**src/rtl/nsr_lif_sequencer_pkg.sv**
```systemverilog
// nsr_pkg: shared definitions for the NSR LIF update sequencer.
//   - vector-length codes (VL_*)
//   - sequencer state enum
//   - vl_count(): neurons per pass for a vector-length code
package nsr_pkg;

  localparam logic [1:0] VL_1   = 2'b00;
  localparam logic [1:0] VL_4   = 2'b01;
  localparam logic [1:0] VL_16  = 2'b10;
  localparam logic [1:0] VL_ILL = 2'b11;

  typedef enum logic [1:0] {
    IDLE = 2'd0,
    RUN  = 2'd1,
    FIN  = 2'd2
  } state_t;

  // Neurons touched by one pass; the illegal code touches none.
  function automatic logic [4:0] vl_count(input logic [1:0] vl);
    case (vl)
      VL_1:    return 5'd1;
      VL_4:    return 5'd4;
      VL_16:   return 5'd16;
      default: return 5'd0;
    endcase
  endfunction

endpackage

```
**src/rtl/nsr_lif_sequencer_lif_update.sv**
```systemverilog
// lif_update: combinational LIF datapath for one neuron.
//   cur        in  DW  current membrane value (signed)
//   stim       in  DW  stimulus (signed)
//   vt         in  DW  firing threshold (signed)
//   leak_shift in  5   leak shift; 0 disables leak
//   next_cur   out DW  saturated leaked+stimulus value (before fire reset)
//   fire       out 1   next_cur >= vt
module lif_update #(
  parameter int DW = 32
) (
  input  logic [DW-1:0] cur,
  input  logic [DW-1:0] stim,
  input  logic [DW-1:0] vt,
  input  logic [4:0]    leak_shift,
  output logic [DW-1:0] next_cur,
  output logic          fire
);

  logic [DW-1:0] decay;
  logic [DW-1:0] leaked;
  logic [DW:0]   sum_ext;

  // Arithmetic shift: decay rounds toward minus infinity, so a negative
  // membrane leaks toward zero just like a positive one. A shift of zero
  // would subtract the whole value, hence the explicit bypass.
  assign decay  = $signed(cur) >>> leak_shift;
  assign leaked = (leak_shift == 5'd0) ? cur : cur - decay;

  // One guard bit catches overflow; mismatched top bits mean we clip.
  assign sum_ext = {leaked[DW-1], leaked} + {stim[DW-1], stim};

  always_comb begin
    next_cur = sum_ext[DW-1:0];
    if (sum_ext[DW] != sum_ext[DW-1]) begin
      next_cur = sum_ext[DW] ? {1'b1, {(DW-1){1'b0}}} : {1'b0, {(DW-1){1'b1}}};
    end
  end

  assign fire = $signed(next_cur) >= $signed(vt);

endmodule

```
**src/rtl/nsr_lif_sequencer.sv**
```systemverilog
// nsr_lif_sequencer: sequences one LIF update pass over a 1/4/16-entry
// window of the NSR file, one neuron per cycle.
//   clk, rst (async, active-high)
//   start, vl, base, vt, leak_shift  pass request and its configuration
//   stim_idx / stim_data             stimulus lookup for the current neuron
//   nsr_ra / nsr_rd                  NSR read port (combinational data)
//   nsr_we / nsr_wa / nsr_wd         NSR write port (commits on clk)
//   busy, done, err, spikes          pass status and per-neuron fire bits
module nsr_lif_sequencer
  import nsr_pkg::*;
#(
  parameter int NREG = 32,
  parameter int DW   = 32,
  parameter int MAXN = 16
) (
  input  logic            clk,
  input  logic            rst,
  input  logic            start,
  input  logic [1:0]      vl,
  input  logic [4:0]      base,
  input  logic [DW-1:0]   vt,
  input  logic [4:0]      leak_shift,
  output logic [3:0]      stim_idx,
  input  logic [DW-1:0]   stim_data,
  output logic [4:0]      nsr_ra,
  input  logic [DW-1:0]   nsr_rd,
  output logic            nsr_we,
  output logic [4:0]      nsr_wa,
  output logic [DW-1:0]   nsr_wd,
  output logic            busy,
  output logic            done,
  output logic            err,
  output logic [MAXN-1:0] spikes
);

  state_t          state_q, state_d;
  logic [3:0]      i_q, i_d;
  logic [1:0]      vl_q, vl_d;
  logic [4:0]      base_q, base_d;
  logic [DW-1:0]   vt_q, vt_d;
  logic [4:0]      shift_q, shift_d;
  logic [MAXN-1:0] spikes_q, spikes_d;

  logic            run;
  logic [4:0]      run_addr;
  logic [4:0]      last_idx;
  logic [DW-1:0]   next_cur;
  logic            fire;

  assign run      = (state_q == RUN);
  assign run_addr = 5'((32'(base_q) + 32'(i_q)) % NREG);
  assign last_idx = vl_count(vl_q) - 5'd1;

  lif_update #(.DW(DW)) u_lif (
    .cur        (nsr_rd),
    .stim       (stim_data),
    .vt         (vt_q),
    .leak_shift (shift_q),
    .next_cur   (next_cur),
    .fire       (fire)
  );

  always_comb begin
    // NOTE: every variable is given its hold value first so no path through
    // the case below leaves one unassigned and infers a latch.
    state_d  = state_q;
    i_d      = i_q;
    vl_d     = vl_q;
    base_d   = base_q;
    vt_d     = vt_q;
    shift_d  = shift_q;
    spikes_d = spikes_q;
    unique case (state_q)
      IDLE: begin
        if (start) begin
          vl_d     = vl;
          base_d   = base;
          vt_d     = vt;
          shift_d  = leak_shift;
          spikes_d = '0;
          i_d      = '0;
          state_d  = (vl == VL_ILL) ? FIN : RUN;
        end
      end
      RUN: begin
        spikes_d[i_q] = fire;
        if ({1'b0, i_q} == last_idx) begin
          state_d = FIN;
        end else begin
          i_d = i_q + 4'd1;
        end
      end
      FIN:     state_d = IDLE;
      default: state_d = IDLE;
    endcase
  end

  always_ff @(posedge clk or posedge rst) begin
    if (rst) begin
      state_q  <= IDLE;
      i_q      <= '0;
      vl_q     <= VL_1;
      base_q   <= '0;
      vt_q     <= '0;
      shift_q  <= '0;
      spikes_q <= '0;
    end else begin
      // NOTE: non-blocking assignments so every flop samples pre-edge values.
      state_q  <= state_d;
      i_q      <= i_d;
      vl_q     <= vl_d;
      base_q   <= base_d;
      vt_q     <= vt_d;
      shift_q  <= shift_d;
      spikes_q <= spikes_d;
    end
  end

  // Read and write target the same entry; the read sees the old value
  // because the NSR file only updates at the clock edge.
  assign nsr_we   = run;
  assign nsr_ra   = run ? run_addr : '0;
  assign nsr_wa   = run ? run_addr : '0;
  assign nsr_wd   = (run && !fire) ? next_cur : '0;
  assign stim_idx = run ? i_q : '0;

  assign busy   = (state_q != IDLE);
  assign done   = (state_q == FIN);
  assign err    = done && (vl_q == VL_ILL);
  assign spikes = spikes_q;

endmodule

```
**config.mk**
```make
export PLATFORM = sky130hd
export DESIGN_NAME = nsr_lif_sequencer
export DESIGN_NICKNAME = d
export VERILOG_FILES = /design/src/rtl/nsr_lif_sequencer_pkg.sv /design/src/rtl/nsr_lif_sequencer_lif_update.sv /design/src/rtl/nsr_lif_sequencer.sv
export SDC_FILE = /design/constraint.sdc
export NUM_CORES = 1
export LEC_CHECK = 0
export ABC_AREA = 1
export ABC_CLOCK_PERIOD_IN_PS = 15700
export BUFFER_PORTS_ARGS = -buffer_cell sky130_fd_sc_hd__buf_2
export CAP_MARGIN = 20
export CORE_AREA = 2 2 137 139
export CTS_BUF_LIST = sky130_fd_sc_hd__clkbuf_8
export CTS_CLUSTER_DIAMETER = 200
export CTS_CLUSTER_SIZE = 8
export DETAILED_ROUTE_END_ITERATION = 6
export DIE_AREA = 0 0 139 141
export HOLD_SLACK_MARGIN = 0.12
export PLACE_DENSITY_LB_ADDON = 0.15
export SYNTH_ARGS = -nofsm -noshare
export SYNTH_HDL_FRONTEND = slang
export SYNTH_SLANG_ARGS = --single-unit
```
**constraint.sdc**
```tcl
create_clock -name clk -period 15.7 [get_ports clk]
set_input_delay 4.71 -clock clk [delete_from_list [all_inputs] [get_ports clk]]
set_output_delay 4.71 -clock clk [all_outputs]
set_load 0.02 [all_outputs]
```
==> impl_metrics.ini, run 1 <==
[logic_synthesis]
syn_inst = 1951
syn-num-nets = 2173
yosys.area_share.adder_pct = 13.1
synth_xor_area_share_pct = 0.814
synth_compound_area_share_pct = 16.4
synth_top_area_share_pct = 23.0
netlist.top_cell.by_area = nand2_1
avgSynthCellArea_sq_um = 5.51
synth_warnings = 0
synthArstFlopShare_pct = 100
synth_top_family_by_area = simple AND/OR/NAND/NOR gates
ys_types = 40
synth_area_leaders = nand2_1 (23%), dfrtp_1 (15%), ha_1 (13%), inv_1 (11%), o21ai_0 (8.9%)
synth.top_cells.by_count = nand2_1 (658), inv_1 (318), o21ai_0 (192), nor2_1 (167), nand3_1 (135)
post-synth-top-count-cell = nand2_1
ys_ff_latch = 66
netlist_area_sq_um = 10800
synth_seq_area_share_pct = 15.4
synthFlopType = dfrtp_1
synth-edff-count = 0
synth-simple-area-share_pct = 39.5
synthMuxAreaShare_pct = 0.837

[timing]
grt-worst-endpoint = nsr_wd[23]
worstEpCategory = output port

[die]
die_h_microns = 141
floorplan.initialDensity_pct = 58.9
io_pins = 177
num_rows = 50
die_x_microns = 139

[clock_tree]
cts_buffers = 9
holdBufCountCts = 0
htree_levels = 3
clk_path_buf_depth = 2
cts.sinks = 66
root_buffer = clkbuf_8

[placement]
globalplace.congestion = 1.06
io_buffers = 176
placed_area_sq_um = 14100
place_hpwl_mm = 32.5

[status]
stop_error = [ERROR GRT-0232] Routing congestion too high. Check the congestion heatmap in the GUI.
outcome = aborted with a tool error
lastStage = global routing (5_1_grt)

[global_route]
grtUsageTotal_pct = 90.9
grt_max_degree = 81
overflow = 609
==> per-stage QoR <==
stage	setup slack [ns]	hold slack (ns)	instances	TNS (ns)	util, %
3_3_place_gp	-0.589	0.467	2625	-18.57	77.1
4_1_cts	-0.0154	0.490	2705	-0.0776	86.2
2_1_floorplan	0.337	0.446	1951	0	-
3_5_place_dp	-0.797	0.472	2625	-24.65	77.1
==> cells by family after synthesis <==
group	Yosys count
AO/OA/AOI/OAI	337
flip-flops	66
AND/OR/NAND/NOR	1036
adder cells (fa/ha/maj)	111
multiplexers	9
XOR/XNOR	10
buffers and inverters	382
==> metal layers <==
layer / GRT overflow / GRT usage [%]
met1: 12 / 85.9
met2: 432 / 109
met3: 6 / 76.1
met5: 1 / 47.1
met4: 158 / 98.8
==> timing repair <==
item / in CTS
hold endpoints to repair: 0
gates resized for setup: 308
cloned: 5
pin swaps: 66
endpoints found under the setup margin: 32
buffers inserted: 60
==> inputs of run 2 (changes only) <==
Settings changed: CORE_AREA 2 2 137 139 to 2 2 167 169, CTS_BUF_LIST sky130_fd_sc_hd__clkbuf_8 to not set, CTS_CLUSTER_DIAMETER 200 to not set, CTS_CLUSTER_SIZE 8 to not set, DIE_AREA 0 0 139 141 to 0 0 169 171, HOLD_SLACK_MARGIN 0.12 to not set.
==> impl_metrics.ini, run 2 <==
[status]
outcome = finished, violations left
violations = negative setup slack

[die]
die_h_microns = 171
num_rows = 61
io_pins = 177
floorplan.initialDensity_pct = 39.4
die_x_microns = 169
fp.dieArea_sq_um = 28900
core_sq_um = 27300

[worst_setup_path]
critPathBufInv = 12
critical_path.max_stage_delay_ns = 0.42
cp_num_cells = 49
required_ns = 10.99
worst_setup_path_start_kind = primary input
crit_slowest_cell = ha_2
path_delay_family = simple AND/OR/NAND/NOR gates
crit_arrival_ns = 11.40
end_kind = output pin
worst-path-max-fanout = 6
critical_path_class = in -> out
reg2reg_depth = 48

[timing]
grt_setup_unrepaired = true
hold_violations = 0
fin_hold_ws_ns = 0.476
tightest_slew_ns = 1.21
final.setup.tns_ns = -11.72
fin_skew_ns = 0.00657
clock.fmax_mhz = 62.1
setup_ws_ns = -0.407
finalCriticalPeriod_ns = 16.11
setup_viol = 32
relSlewSlack_pct = 19.3
drv_slew = 0
fin_crit_sh_pct = 103

[logic_synthesis]
syn_inst = 1951
netlist_area_sq_um = 10800
synthFlopType = dfrtp_1
synth.top_cells.by_count = nand2_1 (658), inv_1 (318), o21ai_0 (192), nor2_1 (167), nand3_1 (135)
synthArstFlopShare_pct = 100
syn-num-nets = 2173
ys_types = 40
synth_warnings = 0
synth_seq_area_share_pct = 15.4
post-synth-top-count-cell = nand2_1
synth_top_area_share_pct = 23.0
netlist.top_cell.by_area = nand2_1
avgSynthCellArea_sq_um = 5.51
synth_area_leaders = nand2_1 (23%), dfrtp_1 (15%), ha_1 (13%), inv_1 (11%), o21ai_0 (8.9%)
ys_ff_latch = 66
synth-edff-count = 0

[drt]
wl_per_cell_microns = 16.7
firstDrtPassIters = 6
dr_total_vias = 15000
routed_wl_mm = 47.7
drc = 0
avgViaCountPerCell = 5.26
ant_nets = 0
drt-initial-drc-count = 1056

[clock_tree]
cts_buffers = 9
cts.sinks = 66
clk_path_buf_depth = 2
htree_levels = 3
clk_pin_slew_ns = 0.06
worstSkewPairLatency_ns = 0.33
holdBufCountCts = 0
root_buffer = clkbuf_16
tritoncts = done

[layout]
final_cell_mix = nand2_1 (552), buf_4 (401), inv_1 (288)
largest_reg_flops = 32
drive_gt1_share_pct = 42.2
final_common_cell = nand2_1
top_register = vt_q
fillers = 2421
final_nets = 2727
area.growth.synth_to_final_pct = 67.0

[min_path]
hold_path_depth = 2
hp-class = reg -> reg

[placement]
place_hpwl_mm = 35.3
io_buffers = 176
globalplace.congestion = 1.01

[global_route]
grt_max_degree = 85
grt_pass1_wl_mm = 68.3
grtUsageTotal_pct = 29.7
antenna_found_initial = 0
overflow = 0
grt_pass1_vias = 13600

[job]
maxCapViolCount = 0
==> run 2: cell counts after synthesis <==
No cell type changed its count.
==> run 2: kinds of logic after synthesis <==
| group | share of synthesized area, % |
|---|---|
| AND/OR/NAND/NOR | 39.5 |
| flip-flops | 15.4 |
| buffers and inverters | 14.0 |
| AO/OA/AOI/OAI | 16.4 |
| adder cells (fa/ha/maj) | 13.1 |
| XOR/XNOR | 0.814 |
| multiplexers | 0.837 |
==> run 2: stage by stage <==
stage,setup WS [ns],util [%],area [sq um],std cells
after CTS,-0.205,58.3,15900,2827
after detailed placement,-0.903,52.3,14300,2745
after global routing,-0.750,65.8,18000,2856
final,-0.407,65.8,18000,2857
after floorplan,0.337,-,10800,1951
after global placement,-0.860,52.3,14300,2745
==> run 2: path summary, 6_finish.rpt <==
path / startpoint / end / slack, ns
worst max register to register: shift_q[2] / spikes[14] / 6.89
worst min register to register: base_q[3] / base_q[3] / 0.48
min in group asynchronous: rst / vt_q[23] / 4.63
worst max-delay path: nsr_rd[16] / nsr_wd[23] / -0.41
max in group asynchronous: rst / shift_q[2] / 10.48
worst min-delay path: base_q[3] / base_q[3] / 0.48
==> run 2: timing repair <==
action,CTS,global route
cloned,4,3
gates resized for setup,247,453
buffers inserted,62,27
setup endpoints to repair,32,32
hold endpoints to repair,0,0
pin swaps,51,154
==> run 2: layer usage <==
layer	global-route usage, %	routed length, microns
met5	0	0
met4	12.2	2070
met3	2.54	2620
met2	50.1	22600
met1	39.1	20400
==> run 2: final cells by class <==
| class | count | area (sq um) | share of cell area, % |
|---|---|---|---|
| multi-input combinational | 1503 | 9840 | 54.7 |
| timing repair buffer | 600 | 4480 | 24.9 |
| sequential | 66 | 1650 | 9.19 |
| inverter | 325 | 1230 | 6.87 |
| tap | 346 | 433 | 2.41 |
| clock buffer | 12 | 256 | 1.43 |
| clock inverter | 4 | 73.8 | 0.411 |
| antenna | 1 | 2.50 | 0.0139 |
==> run 2: worst min-delay path: stages, from the launching register on <==
cell and delay, ns:
dfrtp_1 0.34, nand2_1 0.06, nand2_1 0.05
Power of run 2 is left out: the tool's default activity adds up to more than one toggle a clock period on the data nets, which glitch-free logic cannot reach.
==> inputs of run 3 (changes only) <==
Settings changed: CELL_PAD_IN_SITES_DETAIL_PLACEMENT set to 1, CELL_PAD_IN_SITES_GLOBAL_PLACEMENT set to 1.
==> impl_metrics.ini, run 3 <==
[clock_tree]
root_buffer = clkbuf_16
cts_buffers = 9
htree_levels = 3
clk_path_buf_depth = 2
holdBufCountCts = 0
cts.sinks = 66

[timing]
worstEpCategory = output port
grt-worst-endpoint = nsr_wd[12]

[die]
floorplan.initialDensity_pct = 39.4
num_rows = 61
die_x_microns = 169
die_h_microns = 171
io_pins = 177

[logic_synthesis]
synth_seq_area_share_pct = 15.4
synth.top_cells.by_count = nand2_1 (658), inv_1 (318), o21ai_0 (192), nor2_1 (167), nand3_1 (135)
synth_warnings = 0
synth-edff-count = 0
netlist.top_cell.by_area = nand2_1
synthArstFlopShare_pct = 100
syn_inst = 1951
ys_ff_latch = 66
post-synth-top-count-cell = nand2_1
avgSynthCellArea_sq_um = 5.51
synth_area_leaders = nand2_1 (23%), dfrtp_1 (15%), ha_1 (13%), inv_1 (11%), o21ai_0 (8.9%)
synth_top_area_share_pct = 23.0
synthFlopType = dfrtp_1
netlist_area_sq_um = 10800
syn-num-nets = 2173
ys_types = 40

[status]
stop_error = [ERROR GRT-0232] Routing congestion too high. Check the congestion heatmap in the GUI.
lastStage = global routing (5_1_grt)
outcome = aborted with a tool error

[placement]
io_buffers = 176
dp_slack_ns = -1.27
place_hpwl_mm = 41.1
placed_area_sq_um = 14500
globalplace.congestion = 0.973

[global_route]
overflow = 1358
grtUsageTotal_pct = 91.4
grt_max_degree = 86
-- run 3: cell counts after synthesis --
No cell type changed its count.
-- run 3: repair_timing --
item	4_1_cts
setup endpoints to repair	32
hold endpoints to repair	0
resized for setup	372
buffers inserted	73
pin swaps	89
gates cloned	5
-- run 3: through the flow --
step           hold WS, ns  std cells
4_1_cts              0.496       2867
3_3_place_gp         0.458       2774
2_1_floorplan        0.446       1951
3_5_place_dp         0.477       2774
-- run 3: logic make-up after synthesis --
| group | Yosys count | share of synthesized area, % |
|---|---|---|
| buf+inv | 382 | 14.0 |
| simple gates | 1036 | 39.5 |
| fa+ha+maj | 111 | 13.1 |
| flops | 66 | 15.4 |
| compound gates | 337 | 16.4 |
| xor+xnor | 10 | 0.814 |
| mux | 9 | 0.837 |
-- run 3: routing by layer --
metal / GRT usage (%) / GRT overflow
met1: 83.8 / 14
met2: 116 / 949
met3: 70.7 / 18
met4: 107 / 377
met5: 32.2 / 0
